### config.mk
export PLATFORM = sky130hd
export DESIGN_NAME = asm_ctrl_sequencer
export DESIGN_NICKNAME = d
export VERILOG_FILES = /design/src/rtl/asm_pkg.sv /design/src/rtl/asm_ctrl_store.sv /design/src/rtl/asm_ctrl_sequencer.sv
export SDC_FILE = /design/constraint.sdc
export NUM_CORES = 1
export LEC_CHECK = 0
export ABC_AREA = 1
export CORE_MARGIN = 2
export CORE_UTILIZATION = 38
export CTS_BUF_LIST = sky130_fd_sc_hd__clkbuf_8
export DETAILED_ROUTE_END_ITERATION = 16
export SYNTH_ARGS = -nofsm -noshare
export SYNTH_HDL_FRONTEND = slang
export SYNTH_SLANG_ARGS = --single-unit
### constraint.sdc
create_clock -name clk -period 6.4 [get_ports clk]
set_input_delay 1.6 -clock clk [delete_from_list [all_inputs] [get_ports clk]]
set_output_delay 1.6 -clock clk [all_outputs]
set_load 0.005 [all_outputs]
### src/rtl/asm_pkg.sv
`default_nettype none
// ============================================================================
// asm_pkg : shared state encoding and microword field helpers
// Rev 1.0 : initial release
// ============================================================================
package asm_pkg;

  typedef enum logic [1:0] {
    ST_IDLE = 2'd0,
    ST_RUN  = 2'd1,
    ST_WAIT = 2'd2,
    ST_DONE = 2'd3
  } state_e;

  // Widest microword the helpers accept; callers zero-extend to MW_MAX.
  localparam int SW_MAX = 8;
  localparam int CW_MAX = 32;
  localparam int MW_MAX = 1 + SW_MAX + CW_MAX;

  // Microword layout: {last, next[sw-1:0], ctrl[cw-1:0]}
  function automatic int mw_width(input int sw, input int cw);
    return 1 + sw + cw;
  endfunction

  function automatic int mw_next_lo(input int cw);
    return cw;
  endfunction

  function automatic int mw_last_pos(input int sw, input int cw);
    return sw + cw;
  endfunction

  function automatic logic mw_last(input logic [MW_MAX-1:0] word, input int sw, input int cw);
    return 1'(word >> mw_last_pos(sw, cw));
  endfunction

  function automatic logic [SW_MAX-1:0] mw_next(input logic [MW_MAX-1:0] word, input int sw,
                                                input int cw);
    return SW_MAX'((word >> mw_next_lo(cw)) & ((MW_MAX'(1) << sw) - MW_MAX'(1)));
  endfunction

  function automatic logic [CW_MAX-1:0] mw_ctrl(input logic [MW_MAX-1:0] word, input int cw);
    return CW_MAX'(word & ((MW_MAX'(1) << cw) - MW_MAX'(1)));
  endfunction

endpackage
`default_nettype wire

### src/rtl/asm_ctrl_store.sv
`default_nettype none
// ============================================================================
// asm_ctrl_store : 2**SW x MW microprogram store, sync write / async read
// Rev 1.0 : initial release
// ============================================================================
module asm_ctrl_store
  import asm_pkg::*;
#(
  parameter int SW = 4,
  parameter int CW = 8
) (
  input  logic                        clk,
  input  logic                        we,
  input  logic [SW-1:0]               waddr,
  input  logic [mw_width(SW, CW)-1:0] wdata,
  input  logic [SW-1:0]               raddr,
  output logic [mw_width(SW, CW)-1:0] rdata
);

  localparam int MW    = mw_width(SW, CW);
  localparam int DEPTH = 1 << SW;

  // No reset: the microprogram survives a controller reset.
  logic [MW-1:0] mem_q [DEPTH];

  always_ff @(posedge clk) begin
    if (we) begin
      mem_q[waddr] <= wdata;
    end
  end

  assign rdata = mem_q[raddr];

endmodule
`default_nettype wire

### src/rtl/asm_ctrl_sequencer.sv
`default_nettype none
// ============================================================================
// asm_ctrl_sequencer : microcoded controller for the generated datapath
// Rev 1.0 : initial release
// ============================================================================
module asm_ctrl_sequencer
  import asm_pkg::*;
#(
  parameter int WIDTH     = 32,
  parameter int CW        = 8,
  parameter int SW        = 4,
  parameter int RES_LAT   = 2,
  parameter int MAX_STEPS = 64
) (
  input  logic             clk,
  input  logic             reset,
  input  logic             prog_we,
  input  logic [SW-1:0]    prog_addr,
  input  logic [SW+CW:0]   prog_data,
  output logic             prog_err,
  input  logic             in_valid,
  output logic             in_ready,
  input  logic [WIDTH-1:0] in_a,
  input  logic [WIDTH-1:0] in_b,
  output logic [WIDTH-1:0] op_a,
  output logic [WIDTH-1:0] op_b,
  output logic [CW-1:0]    ctrl,
  input  logic [WIDTH-1:0] dp_result,
  output logic             out_valid,
  input  logic             out_ready,
  output logic [WIDTH-1:0] out_data,
  output logic             abort
);

  localparam int                MW         = mw_width(SW, CW);
  localparam int                STEP_W     = $clog2(MAX_STEPS + 1);
  localparam logic [STEP_W-1:0] STEP_LIMIT = STEP_W'(MAX_STEPS);
  localparam logic [3:0]        LAT_INIT   = 4'(RES_LAT);

  state_e            state_q, state_d;
  logic [SW-1:0]     pc_q, pc_d;
  logic [STEP_W-1:0] step_q, step_d;
  logic [3:0]        lat_q, lat_d;
  logic              last_q, last_d;
  logic [SW-1:0]     next_q, next_d;
  logic [CW-1:0]     ctrl_q, ctrl_d;
  logic [WIDTH-1:0]  op_a_q, op_a_d;
  logic [WIDTH-1:0]  op_b_q, op_b_d;
  logic [WIDTH-1:0]  out_data_q, out_data_d;
  logic              out_valid_q, out_valid_d;
  logic              prog_err_q, prog_err_d;
  logic              abort_q, abort_d;

  logic              w_store_we;
  logic [MW-1:0]     w_store_rd;
  logic [MW-1:0]     w_rd_word;
  logic              w_rd_last;
  logic [SW-1:0]     w_rd_next;
  logic [CW-1:0]     w_rd_ctrl;
  logic [STEP_W-1:0] w_step_inc;

  assign w_store_we = prog_we && (state_q == ST_IDLE);
  assign w_step_inc = step_q + 1'b1;

  // The store is read at the address of the word presented next cycle.
  always_comb begin
    pc_d = pc_q;
    if (state_q == ST_IDLE && in_valid) begin
      pc_d = '0;
    end else if (state_q == ST_RUN && !last_q) begin
      pc_d = next_q;
    end
  end

  asm_ctrl_store #(
    .SW (SW),
    .CW (CW)
  ) u_store (
    .clk   (clk),
    .we    (w_store_we),
    .waddr (prog_addr),
    .wdata (prog_data),
    .raddr (pc_d),
    .rdata (w_store_rd)
  );

  // Forward a write that lands on the same edge as the start handshake.
  assign w_rd_word = (w_store_we && prog_addr == pc_d) ? prog_data : w_store_rd;
  assign w_rd_last = mw_last(MW_MAX'(w_rd_word), SW, CW);
  assign w_rd_next = SW'(mw_next(MW_MAX'(w_rd_word), SW, CW));
  assign w_rd_ctrl = CW'(mw_ctrl(MW_MAX'(w_rd_word), CW));

  always_comb begin
    state_d     = state_q;
    step_d      = step_q;
    lat_d       = lat_q;
    last_d      = last_q;
    next_d      = next_q;
    ctrl_d      = ctrl_q;
    op_a_d      = op_a_q;
    op_b_d      = op_b_q;
    out_data_d  = out_data_q;
    out_valid_d = out_valid_q;
    abort_d     = 1'b0;
    prog_err_d  = prog_we && (state_q != ST_IDLE);

    case (state_q)
      ST_IDLE: begin
        ctrl_d = '0;
        if (in_valid) begin
          op_a_d  = in_a;
          op_b_d  = in_b;
          step_d  = '0;
          ctrl_d  = w_rd_ctrl;
          last_d  = w_rd_last;
          next_d  = w_rd_next;
          state_d = ST_RUN;
        end
      end
      ST_RUN: begin
        step_d = w_step_inc;
        if (last_q) begin
          ctrl_d  = '0;
          lat_d   = LAT_INIT;
          state_d = ST_WAIT;
        end else if (w_step_inc == STEP_LIMIT) begin
          ctrl_d  = '0;
          abort_d = 1'b1;
          state_d = ST_IDLE;
        end else begin
          ctrl_d = w_rd_ctrl;
          last_d = w_rd_last;
          next_d = w_rd_next;
        end
      end
      ST_WAIT: begin
        ctrl_d = '0;
        if (lat_q == 4'd0) begin
          out_data_d  = dp_result;
          out_valid_d = 1'b1;
          state_d     = ST_DONE;
        end else begin
          lat_d = lat_q - 4'd1;
        end
      end
      ST_DONE: begin
        if (out_ready) begin
          out_valid_d = 1'b0;
          state_d     = ST_IDLE;
        end
      end
      default: state_d = ST_IDLE;
    endcase
  end

  always_ff @(posedge clk or posedge reset) begin
    if (reset) begin
      state_q     <= ST_IDLE;
      pc_q        <= '0;
      step_q      <= '0;
      lat_q       <= '0;
      last_q      <= 1'b0;
      next_q      <= '0;
      ctrl_q      <= '0;
      op_a_q      <= '0;
      op_b_q      <= '0;
      out_data_q  <= '0;
      out_valid_q <= 1'b0;
      prog_err_q  <= 1'b0;
      abort_q     <= 1'b0;
    end else begin
      state_q     <= state_d;
      pc_q        <= pc_d;
      step_q      <= step_d;
      lat_q       <= lat_d;
      last_q      <= last_d;
      next_q      <= next_d;
      ctrl_q      <= ctrl_d;
      op_a_q      <= op_a_d;
      op_b_q      <= op_b_d;
      out_data_q  <= out_data_d;
      out_valid_q <= out_valid_d;
      prog_err_q  <= prog_err_d;
      abort_q     <= abort_d;
    end
  end

  assign in_ready  = (state_q == ST_IDLE);
  assign ctrl      = ctrl_q;
  assign op_a      = op_a_q;
  assign op_b      = op_b_q;
  assign out_data  = out_data_q;
  assign out_valid = out_valid_q;
  assign prog_err  = prog_err_q;
  assign abort     = abort_q;

endmodule
`default_nettype wire

=== Word level (Yosys, flattened, before mapping) ===
Memory sizes are Yosys's and may differ from the RTL's.
Index checks and enable logic that the tools add are counted.

* Word-level logic and storage cells: 83
* Input bits: 118
* Memories: 1
* Bits in writable memories: 208
* Flip-flop bits (word level): 129
* Memory bits (read-only): 0
* Latch bits: 0

* Mux-type cells: 34
* Div/mod/pow operators: 0
* Magnitude comparators: 0
* Add/subtract/negate cells: 2
* Shift operators: 0
* Equal/unequal tests: 13
* Multipliers: 0
* Bitwise logic cells: 0
* Reductions and logical operators: 20

{| class="wikitable"
|+ Memory list
! memory !! depth !! width !! rd ports !! clocked after memory_dff !! wr ports !! RTL line !! RTL
|-
| u_store.mem_q || 16 || 13 || 1 || 0 || 1 || asm_ctrl_store.sv:24 || <nowiki>logic [MW-1:0] mem_q [DEPTH];</nowiki>
|}

{| class="wikitable"
|+ Operators by type and width
! kind !! count
|-
| $mux 4 || 7
|-
| $mux 8 || 3
|-
| $pmux 8 s3 || 1
|-
| $pmux 4 s2 || 2
|-
| $ne 2x2->1 const B || 7
|-
| $pmux 7 s2 || 1
|-
| $mux 13 || 1
|-
| $mux 1 || 10
|-
| $mux 2 || 5
|-
| $pmux 2 s4 || 1
|-
| $reduce_and 4->1 || 2
|-
| $reduce_bool 2->1 || 4
|-
| $add 7x1->7 const B || 1
|-
| $eq 7x7->1 const B || 1
|-
| $mux 7 || 1
|-
| $reduce_and 2->1 || 3
|-
| $reduce_and 3->1 || 2
|-
| $logic_and 1x1->1 || 5
|-
| $eq 2x2->1 const B || 2
|-
| $eq 4x4->1 || 1
|-
| $logic_not 4->1 || 1
|-
| $pmux 1 s2 || 2
|-
| $sub 4x1->4 const B || 1
|-
| $ne 3x2->1 const B || 1
|-
| other kinds (4) || 4
|}

=== Depth between registers and ports, before layout ===
Gate-level depths: netlist of the first run.

* Word-level depth: 10
* Gate-level depth with buffers: 17

=== Hierarchy ===
A second synthesis of the first run with hierarchy kept.

* Cell total of the unflattened synthesis: 1468
* Area, all modules: 14522.7 um^2

{| class="wikitable"
|+ By module, submodules not included
! module !! instances !! area each (um^2) !! cells each
|-
| asm_ctrl_store || 1 || 9012.4 || 865
|-
| asm_ctrl_sequencer || 1 || 5510.3 || 603
|}

=== Worst setup path after synthesis of the first run ===
Ideal clock, no wire load.

* Path type: input-to-reg
* Start: in prog_we
* End: mem u_store.mem_q[4][0] (netlist name), enable pin
* Data required time: 6.018 ns
* Stages on the path: 4
* Data arrival time: 2.471 ns
* Setup slack: 3.546 ns
* Buffers on the path: 0
* Cells stage by stage: nand2_1 inv_1 nand3b_1 nor2_1

* Cells in the longest elaborated chain, start to end: 3

{| class="wikitable"
|+ Ends and longest elaborated chain
! item !! RTL line !! RTL
|-
| start, declared || asm_ctrl_sequencer.sv:17 || <nowiki>input logic prog_we,</nowiki>
|-
| $logic_and 1x1->1 || asm_ctrl_sequencer.sv:62 || <nowiki>assign w_store_we = prog_we && (state_q == ST_IDLE);</nowiki>
|-
| $mux 1 || asm_ctrl_store.sv:27 || <nowiki>if (we) begin</nowiki>
|-
| $mux 1 (implied by the code) || asm_ctrl_store.sv:28 || <nowiki>mem_q[waddr] <= wdata;</nowiki>
|-
| end, declared || asm_ctrl_store.sv:24 ||
|}

Every way passes these cells.

=== Worst setup path in the final report of the first run ===
* Start: in in_valid
* End: reg next_q[1]

* Cells in the longest elaborated chain, start to end: 8
* Elaborated cells between the ends (all ways): 12
* Classes of those cells: 2 x eq/ne; 6 x mux; 3 x reduce/logical; 1 x memory

{| class="wikitable"
|+ Ends and longest elaborated chain
! item !! RTL line !! RTL
|-
| start, declared || asm_ctrl_sequencer.sv:21 || <nowiki>input logic in_valid,</nowiki>
|-
| parallel branches: the longest is 8 deep, another holds $mem_v2 16x13 || - ||
|-
| end signal, assigned || asm_ctrl_sequencer.sv:177 || <nowiki>next_q <= next_d;</nowiki>
|-
| end, declared || asm_ctrl_sequencer.sv:45 || <nowiki>logic [SW-1:0] next_q, next_d;</nowiki>
|}

Several ways; the timed one is not identified. The select of a mux whose other input is x is not followed.
A chain may end at the register's enable or synchronous reset.

==> results of run 1 <==
[Yosys cell counts (7+ instances only)]
cell type / count / area [um^2]
a21oi_1: 17 / 85.08
buf_2: 22 / 110.1
buf_4: 7 / 52.55
clkbuf_1: 21 / 78.83
dfrtp_1: 129 / 3228
edfxtp_1: 208 / 6246
ha_1: 8 / 100.1
inv_1: 41 / 153.9
mux2_2: 32 / 360.4
nand2_1: 419 / 1573
nand3_1: 161 / 805.8
nand4_1: 8 / 50.05
nor2_1: 91 / 341.6
o21ai_0: 33 / 165.2
o21ai_1: 9 / 45.04
[kinds of logic (layout without fill, tap and decap cells)]
group	after synthesis	in the layout
AND/OR/NAND/NOR	695	695
flip-flops	337	337
buffers and inverters	106	401
AO/OA/AOI/OAI	71	71
multiplexers	32	32
adder cells (fa/ha/maj)	8	8
XOR/XNOR	7	7
other	0	1
[metal layers]
layer,vias up,wire length (um)
met5,-,0
met4,0,681
met3,66,2271
met2,346,18220
met1,4739,15280
li1,4741,-
[power groups by stage]
stage               Combinational [uW]  Clock, uW  Sequential [uW]
global route                      3570       2060             2980
detailed placement                3230          0             2960
CTS                               3240       1970             2930
floorplan                         1880          0             2960
finish                            3200       1920             2930
global placement                  3190          0             2960
[flip-flops by register name, indices dropped and copies added, names as in the netlist, 7 cells and up, named ones only]
register / count
u_store.mem_q: 208
op_a: 32
op_b: 32
out_data: 32
ctrl: 8
step_q: 7
[critical path, cell delays in order]
cell	delay [ns]
clkdlybuf4s50_1	0.45
nand2_2	0.23
buf_4	0.64
nand2_1	0.20
nor2_4	0.60
buf_4	0.44
a21oi_1	0.07
o21ai_1	0.12
nand3_1	0.11
nand3_1	0.12
nand3_1	0.10
nand2_1	0.10
nand2_1	0.05
[per-stage QoR]
step                power (uW)  std cells  area (um^2)  hold slack [ns]
global placement          6148       1906        16500           0.4624
global route              8609       2013        17680           0.4936
detailed placement        6183       1906        16500           0.4641
CTS                       8130       2012        17670           0.4799
floorplan                 4847       1256        13780           0.4488
finish                    8052       2013        17680           0.4765
[final timing paths]
| check | end | cells after the start | slack [ns] |
|---|---|---|---|
| setup / recovery | next_q[1] | 13 | 2.04 |
| hold / removal | op_a[20] | 2 | 0.48 |
| setup reg to reg | next_q[1] | 14 | 2.64 |
| hold reg to reg | op_a[20] | 2 | 0.48 |
| max in group asynchronous | op_a[26] | 3 | 3.73 |
| min in group asynchronous | op_b[13] | 2 | 1.54 |
[final cells by class]
type	instances	share of cell area, %
flip-flops and latches	337	53.60
repair buffers	249	13.83
well taps	461	3.263
multi-input cells	813	21.65
inverters	46	1.005
clock buffers	73	5.684
diodes	1	0.01416
clock inverters	33	0.9485
==> reports/metrics.yaml, run 1 <==
cts:
  cts-root-buf: "clkbuf_8"
  cts_tree: "built"
  post_cts_buffers: 0
  numCtsBuffers: 56
  clkTransAtPathRegs_ns: 0.06
  cts_resized: 0
  postCtsHoldBufs: 0
  clk_latency_ns: 0.61
  clockBufferDepth: 3
  htree_num_levels: 2
  clock_sinks: 337
floorplan:
  die_w_um: 194.4
  core_region_area_um2: 35660
  start_util_pct: 38.64
  die_y_um: 194.4
  rows: 69
  die_area_um2: 37800
  io-pin-count: 226
yosys:
  ys_ff_latch: 337
  synthArstFlopShare_pct: 38.28
  synthCells: 1256
  synth_edf_count: 208
  muxShareOfSynthArea_pct: 2.615
  synth_fa_ha_area_share_pct: 0.7265
  synth_xor_area_share_pct: 0.4450
  synth_area_um2: 13780
  synthSimpleGateAreaFrac_pct: 21.07
  synth.distinct_cells: 36
  synth_compound_area_share_pct: 2.833
  syn_nets: 1382
  seq_area_frac_synth_pct: 68.76
  yosys_warnings: 0
  synth-main-ff-cell: "edfxtp_1"
  synth_area_per_cell_um2: 10.97
  synth_top_family_by_area: "simple AND/OR/NAND/NOR gates"
detailed_routing:
  drt_iter0_markers: 948
  routedWlPerCell_um: 18.11
  via_per_inst: 4.914
  final_antenna_net_count: 0
  num_vias: 9892
  wl_um: 36450
  firstDrtPassIters: 11
  route.detailed.drc: 7
job:
  drv_cap: 0
power:
  power.share.clock_pct: 23.9
  switchingPower_uw: 2926
  comb_power_share_pct: 39.8
  p_leak_uw: 0.007333
  p_seq_share_pct: 36.3
  switching_share_pct: 36.33
  vdd.ir_drop.worst_v: 0.0002600
  powerDensity_nw_per_um2: 455.6
  p_int_uw: 5127
setup_path:
  cp.required_ns: 6.89
  r2r-start: "state_q[0]"
  arrival_ns: 4.85
  endpoint_kind: "flip-flop"
  crit_path_start_kind: "input pin"
  cp_max_fo: 68
  critical_path_class: "in2reg"
  crit_path_start: "in_valid"
worst_hold_path:
  hp-class: "reg2reg"
  worstHoldStart: "op_a[20]"
timing:
  fin_tns_setup_ns: 0
  max_freq_mhz: 229.4
  setup_violations: 0
  fin_crit_sh_pct: 68.10
  slew_viol_final: 0
  layout_setup_ws_ns: 2.042
  relSlewSlack_pct: 27.18
  hold_viol_final: 0
  worst-slew-pin-transition_ns: 1.092
  clock_skew_ns: 0.02533
  layout_min_cycle_time_ns: 4.358
  grt_setup_unrepaired: "no"
final_layout:
  drive_gt1_share_pct: 10.19
  regArea_um2: 9474
  nets: 1629
  multi_input_area_um2: 3827
  final_cell_mix: "nand2_1, clkdlybuf4s50_1, edfxtp_1"
  nFillCells: 3168
  fin_util_pct: 49.57
  area_growth_pct: 28.29
  layout_commonest_cell: "nand2_1"
global_routing:
  grt_max_degree: 83
  grt_overflow: 0
  grt_pass1_wl_um: 56270
  grtUsageMet2_pct: 32.73
  grt_util_met1_pct: 25.05
  grt.total_usage_pct: 19.09
  grt_antenna_before_repair: 1
  top_usage_layer: "met2"
  grt_pass1_vias: 9727
  met3_usage_pct: 3.314
placement:
  portBuffers: 225
  dpl.hpwl_um: 22460
  gp_congestion: 0.8008
  post-place-ws_ns: 1.456
status:
  status: "complete, but fails checks"
  violations: "DRC"
Note: power is estimated with default switching activity, not from simulation.
==> inputs of run 2 (changes only) <==
Clock period 6.4 ns to 3.6 ns, I/O delays scaled along.
==> reports/metrics.yaml, run 2 (synthesized netlist as in run 1, its figures left out) <==
status:
  status: "complete, but fails checks"  # unchanged
  violations: "DRC"  # unchanged
final_layout:
  largest_reg_flops: 208  # unchanged
  drive_gt1_share_pct: 10.64  # was 10.19%
  nFillCells: 3184  # was 3168
  regArea_um2: 9474  # unchanged
  layout_commonest_cell: "nand2_1"  # unchanged
  final_cell_mix: "nand2_1, clkdlybuf4s50_1, edfxtp_1"  # unchanged
  multi_input_area_um2: 3825  # was 3827 um^2
  area_growth_pct: 28.58  # was 28.29%
  nets: 1645  # was 1629
  stdcell_area_um2: 17720  # was 17680 um^2
  antenna_cells: 0  # was 1
  max_flop_register: "u_store.mem_q"  # unchanged
cts:
  htree_num_levels: 2  # unchanged
  postCtsHoldBufs: 0  # unchanged
  cts_resized: 0  # unchanged
  clock_sinks: 337  # unchanged
  clockBufferDepth: 3  # unchanged
  clkTransAtPathRegs_ns: 0.06  # about the same
  cts_tree: "built"  # unchanged
  clk_latency_ns: 0.62  # was 0.61 ns
  numCtsBuffers: 56  # unchanged
  cts-root-buf: "clkbuf_8"  # unchanged
  post_cts_buffers: 0  # unchanged
floorplan:
  die_area_um2: 37800  # unchanged
  core_region_area_um2: 35660  # unchanged
  rows: 69  # unchanged
  start_util_pct: 38.64  # unchanged
  die_w_um: 194.4  # unchanged
  io-pin-count: 226  # unchanged
  die_y_um: 194.4  # unchanged
timing:
  grt_setup_unrepaired: "no"  # unchanged
  fin_crit_sh_pct: 82.95
  setup_violations: 0  # unchanged
  layout_min_cycle_time_ns: 2.986
  holdWs_ns: 0.4778  # was 0.4765 ns
  hold_viol_final: 0  # unchanged
  worst-slew-pin-transition_ns: 0.7880  # was 1.092 ns
  fin_tns_setup_ns: 0  # unchanged
  relSlewSlack_pct: 47.12  # was 27.18%
  slew_viol_final: 0  # unchanged
  clock_skew_ns: 0.01759  # was 0.02533 ns
  max_freq_mhz: 334.9
detailed_routing:
  wl_um: 36560  # was 36450 um
  via_per_inst: 4.908  # was 4.914
  routedWlPerCell_um: 18.09  # was 18.11 um
  firstDrtPassIters: 12  # was 11
  num_vias: 9919  # was 9892
  drt_iter0_markers: 640  # was 948
  final_antenna_net_count: 0  # unchanged
  route.detailed.drc: 4  # was 7
power:
  powerDensity_nw_per_um2: 795.7  # was 455.6 nW/um^2
  vdd.ir_drop.worst_v: 0.0003992  # was 0.0002600 V
  p_leak_uw: 0.007370  # was 0.007333 uW
placement:
  placedInstanceArea_um2: 16690  # was 16500 um^2
  dpl.hpwl_um: 23250  # was 22460 um
  gp_congestion: 0.8090  # was 0.8008
  portBuffers: 225  # unchanged
setup_path:
  critical_path_class: "reg2out"  # was in2reg
  cp_max_fo: 6  # was 68
  arrival_ns: 2.09  # was 4.85 ns
  endpoint_kind: "output port"  # was flip-flop
  cp.required_ns: 2.70  # was 6.89 ns
  crit_path_start_kind: "flip-flop"  # was input pin
global_routing:
  grt_pass1_vias: 10010  # was 9727
  grt_max_degree: 66  # was 83
  grt_antenna_before_repair: 1  # unchanged
  grt.total_usage_pct: 19.41  # was 19.09%
  grt_overflow: 0  # unchanged
  grt_pass1_wl_um: 57040  # was 56270 um
job:
  drv_cap: 0  # unchanged
worst_hold_path:
  hp-class: "reg2reg"  # unchanged
==> run 2: final cells by class <==
class	count	area share, %
clock inverters	36	0.8828
well taps	461	3.256
multi-input cells	813	21.59
flip-flops and latches	337	53.48
inverters	46	0.9958
clock buffers	63	4.894
repair buffers	265	14.90
==> run 2: final timing paths <==
kind	startpoint	end	slack, ns	depth (start not counted)
max	state_q[0]	in_ready	0.61	3
min	op_b[13]	op_b[13]	0.48	2
max reg2reg	flip-flop	ctrl[6]	0.71	14
min reg2reg	op_b[13]	op_b[13]	0.48	2
max in group asynchronous	reset	op_b[13]	2.23	3
min in group asynchronous	reset	next_q[1]	0.62	2
==> run 2: power breakdown <==
part / switching (uW) / total (uW) / internal, uW
combinational: 3300 / 5790 / 2490
clock: 1500 / 3100 / 1600
sequential: 381 / 5210 / 4830
total: 5180 / 14100 / 8910
==> run 2: per-stage QoR <==
| step | instances | utilization, % | setup slack [ns] | power (uW) |
|---|---|---|---|---|
| 2_1_floorplan | 1256 | - | 1.105 | 8618 |
| 3_3_place_gp | 1922 | 46.82 | 0.3221 | 11000 |
| 3_5_place_dp | 1922 | 46.82 | 0.2905 | 11080 |
| 4_1_cts | 2021 | 49.69 | 0.5460 | 14260 |
| 5_1_grt | 2021 | 49.69 | 0.4570 | 15120 |
| 6_report | 2021 | 49.69 | 0.6136 | 14100 |
==> run 2: worst max-delay path, cell delays in order, from the launching register on <==
cell,delay [ns]
dfrtp_1,0.40
inv_1,0.15
ha_1,0.33
clkdlybuf4s50_1,0.60
==> run 2: routing by layer <==
| layer | up-vias | global-route usage [%] | routed length, um |
|---|---|---|---|
| li1 | 4767 | - | - |
| met1 | 4777 | 24.51 | 15080 |
| met2 | 305 | 33.35 | 18450 |
| met3 | 68 | 4.199 | 2154 |
| met4 | 2 | 6.239 | 872 |
| met5 | - | 0 | 8 |
==> inputs of run 3 (changes only) <==
Clock period 3.6 ns to 2.8 ns, I/O delays scaled along.
==> reports/metrics.yaml, run 3 (synthesized netlist as in run 1, its figures left out) <==
floorplan:
  start_util_pct: 38.64  # unchanged
  die_area_um2: 37800  # unchanged
  io-pin-count: 226  # unchanged
  die_w_um: 194.4  # unchanged
  rows: 69  # unchanged
  die_y_um: 194.4  # unchanged
  core_region_area_um2: 35660  # unchanged
cts:
  cts-root-buf: "clkbuf_8"  # unchanged
  cts_tree: "built"  # unchanged
  clkTransAtPathRegs_ns: 0.06  # about the same
  post_cts_buffers: 0  # unchanged
  postCtsHoldBufs: 0  # unchanged
  clockBufferDepth: 3  # unchanged
  clk_latency_ns: 0.61  # was 0.62 ns
  htree_num_levels: 2  # unchanged
  clock_sinks: 337  # unchanged
  numCtsBuffers: 57  # was 56
placement:
  placedInstanceArea_um2: 16840  # was 16690 um^2
  portBuffers: 225  # unchanged
  dpl.hpwl_um: 23630  # was 23250 um
  gp_congestion: 0.8317  # was 0.8090
detailed_routing:
  via_per_inst: 4.921  # was 4.908
  wl_um: 37120  # was 36560 um
  drt_iter0_markers: 677  # was 640
  route.detailed.drc: 4  # unchanged
  routedWlPerCell_um: 18.18  # was 18.09 um
  final_antenna_net_count: 0  # unchanged
  num_vias: 10050  # was 9919
  firstDrtPassIters: 11  # was 12
power:
  comb_power_share_pct: 41.1  # about the same
  p_leak_uw: 0.007506  # was 0.007370 uW
  power.share.clock_pct: 23.3  # was 22.0%
  switching_share_pct: 36.14  # was 36.78%
  p_seq_share_pct: 35.6  # was 37.0%
  powerDensity_nw_per_um2: 1045  # was 795.7 nW/um^2
  power_uw: 18820  # was 14100 uW
  switchingPower_uw: 6800  # was 5184 uW
  p_int_uw: 12020  # was 8911 uW
  vdd.ir_drop.worst_v: 0.0006372  # was 0.0003992 V
global_routing:
  grt_pass1_wl_um: 57820  # was 57040 um
  grt.total_usage_pct: 19.74  # was 19.41%
  grt_antenna_before_repair: 1  # unchanged
  grt_overflow: 0  # unchanged
  grt_max_degree: 72  # was 66
  grt_pass1_vias: 10130  # was 10010
final_layout:
  stdcell_area_um2: 18000  # was 17720 um^2
  drive_gt1_share_pct: 11.51  # was 10.64%
  area_growth_pct: 30.62  # was 28.58%
  max_flop_register: "u_store.mem_q"  # unchanged
  layout_commonest_cell: "nand2_1"  # unchanged
  final_cell_mix: "nand2_1, clkdlybuf4s50_1, edfxtp_1"  # unchanged
  nets: 1659  # was 1645
  largest_reg_flops: 208  # unchanged
  antenna_cells: 0  # unchanged
  nFillCells: 3210  # was 3184
  fin_util_pct: 50.48  # was 49.69%
status:
  status: "complete, but fails checks"  # unchanged
  violations: "DRC"  # unchanged
timing:
  worst-slew-pin-transition_ns: 0.8768  # was 0.7880 ns
  layout_min_cycle_time_ns: 2.682
  fin_tns_setup_ns: 0  # unchanged
  grt_setup_unrepaired: "no"  # unchanged
  setup_violations: 0  # unchanged
  clock_skew_ns: 0.01933  # was 0.01759 ns
  hold_viol_final: 0  # unchanged
  max_freq_mhz: 372.8
  slew_viol_final: 0  # unchanged
  holdWs_ns: 0.4768  # was 0.4778 ns
  relSlewSlack_pct: 41.16  # was 47.12%
  fin_crit_sh_pct: 95.79
worst_hold_path:
  hp-class: "reg2reg"  # unchanged
  worstHoldPathCells: 2  # unchanged
job:
  drv_cap: 0  # unchanged
setup_path:
  arrival_ns: 1.98  # was 2.09 ns
  cp.required_ns: 2.10  # was 2.70 ns
  regToRegSetupSlack_ns: 0.40  # was 0.71 ns
  crit_path_start_kind: "flip-flop"  # unchanged
  cp_max_fo: 6  # unchanged
  endpoint_kind: "output port"  # unchanged
  critical_path_class: "reg2out"  # unchanged
  reg2regPathDepth: 13  # was 14
==> run 3: cell count changes in the layout (fill, tap and decap cells not counted), sizes merged <==
| cell | previous run | this run |
|---|---|---|
| buf | 40 | 53 |
| bufinv | 0 | 4 |
| clkinv | 17 | 20 |
| clkbuf | 63 | 61 |
| inv | 64 | 66 |
| clkinvlp | 1 | 2 |
==> run 3: power by group through the flow <==
stage               logic (uW)  clock network, uW  registers (uW)
floorplan                 4300                  0            6780
global placement          7710                  0            6750
detailed placement        7770                  0            6770
CTS                       7800               4500            6700
global route              8600               4720            6820
finish                    7730               4390            6690
==> run 3: repair_timing <==
action	CTS	global route
gates resized for setup	1	1
setup endpoints to repair	1	1
gates cloned	0	0
==> run 3: worst max-delay path, cell delays in order, from the launching register on <==
cell	delay, ns
dfrtp_1	0.41
inv_1	0.19
ha_4	0.23
clkdlybuf4s50_1	0.54
==> run 3: metrics by stage <==
stage	cells	worst slack, ns
2_1_floorplan	1256	0.5048
3_3_place_gp	1935	0.1160
3_5_place_dp	1935	0.07601
4_1_cts	2042	0.01474
5_1_grt	2042	0.04043
6_report	2042	0.1177
==> run 3: final cells by class <==
cell class              instances  area, um^2  area share [%]
clock buffers                  61       839.6           4.665
clock inverters                46       305.3           1.696
inverters                      46       176.4          0.9803
multi-input cells             813        3837           21.32
flip-flops and latches        337        9474           52.64
well taps                     461       576.8           3.205
repair buffers                278        2788           15.49
==> run 3: path summary, 6_finish.rpt <==
check,from,end
worst max register to register,flip-flop,next_q[3]
min in group asynchronous,reset,pc_q[1]
max in group asynchronous,reset,out_data[3]
worst min-delay path,op_a[5],op_a[5]
worst min register to register,op_a[5],op_a[5]
worst max-delay path,state_q[0],in_ready
==> run 3: routing by layer <==
layer / track usage, % / vias to the layer above / share of wire [%]
li1: - / 4801 / -
met3: 3.956 / 81 / 6.3
met4: 7.664 / 2 / 3.1
met1: 24.89 / 4844 / 41
met2: 33.60 / 320 / 49
met5: 0 / - / 0.040
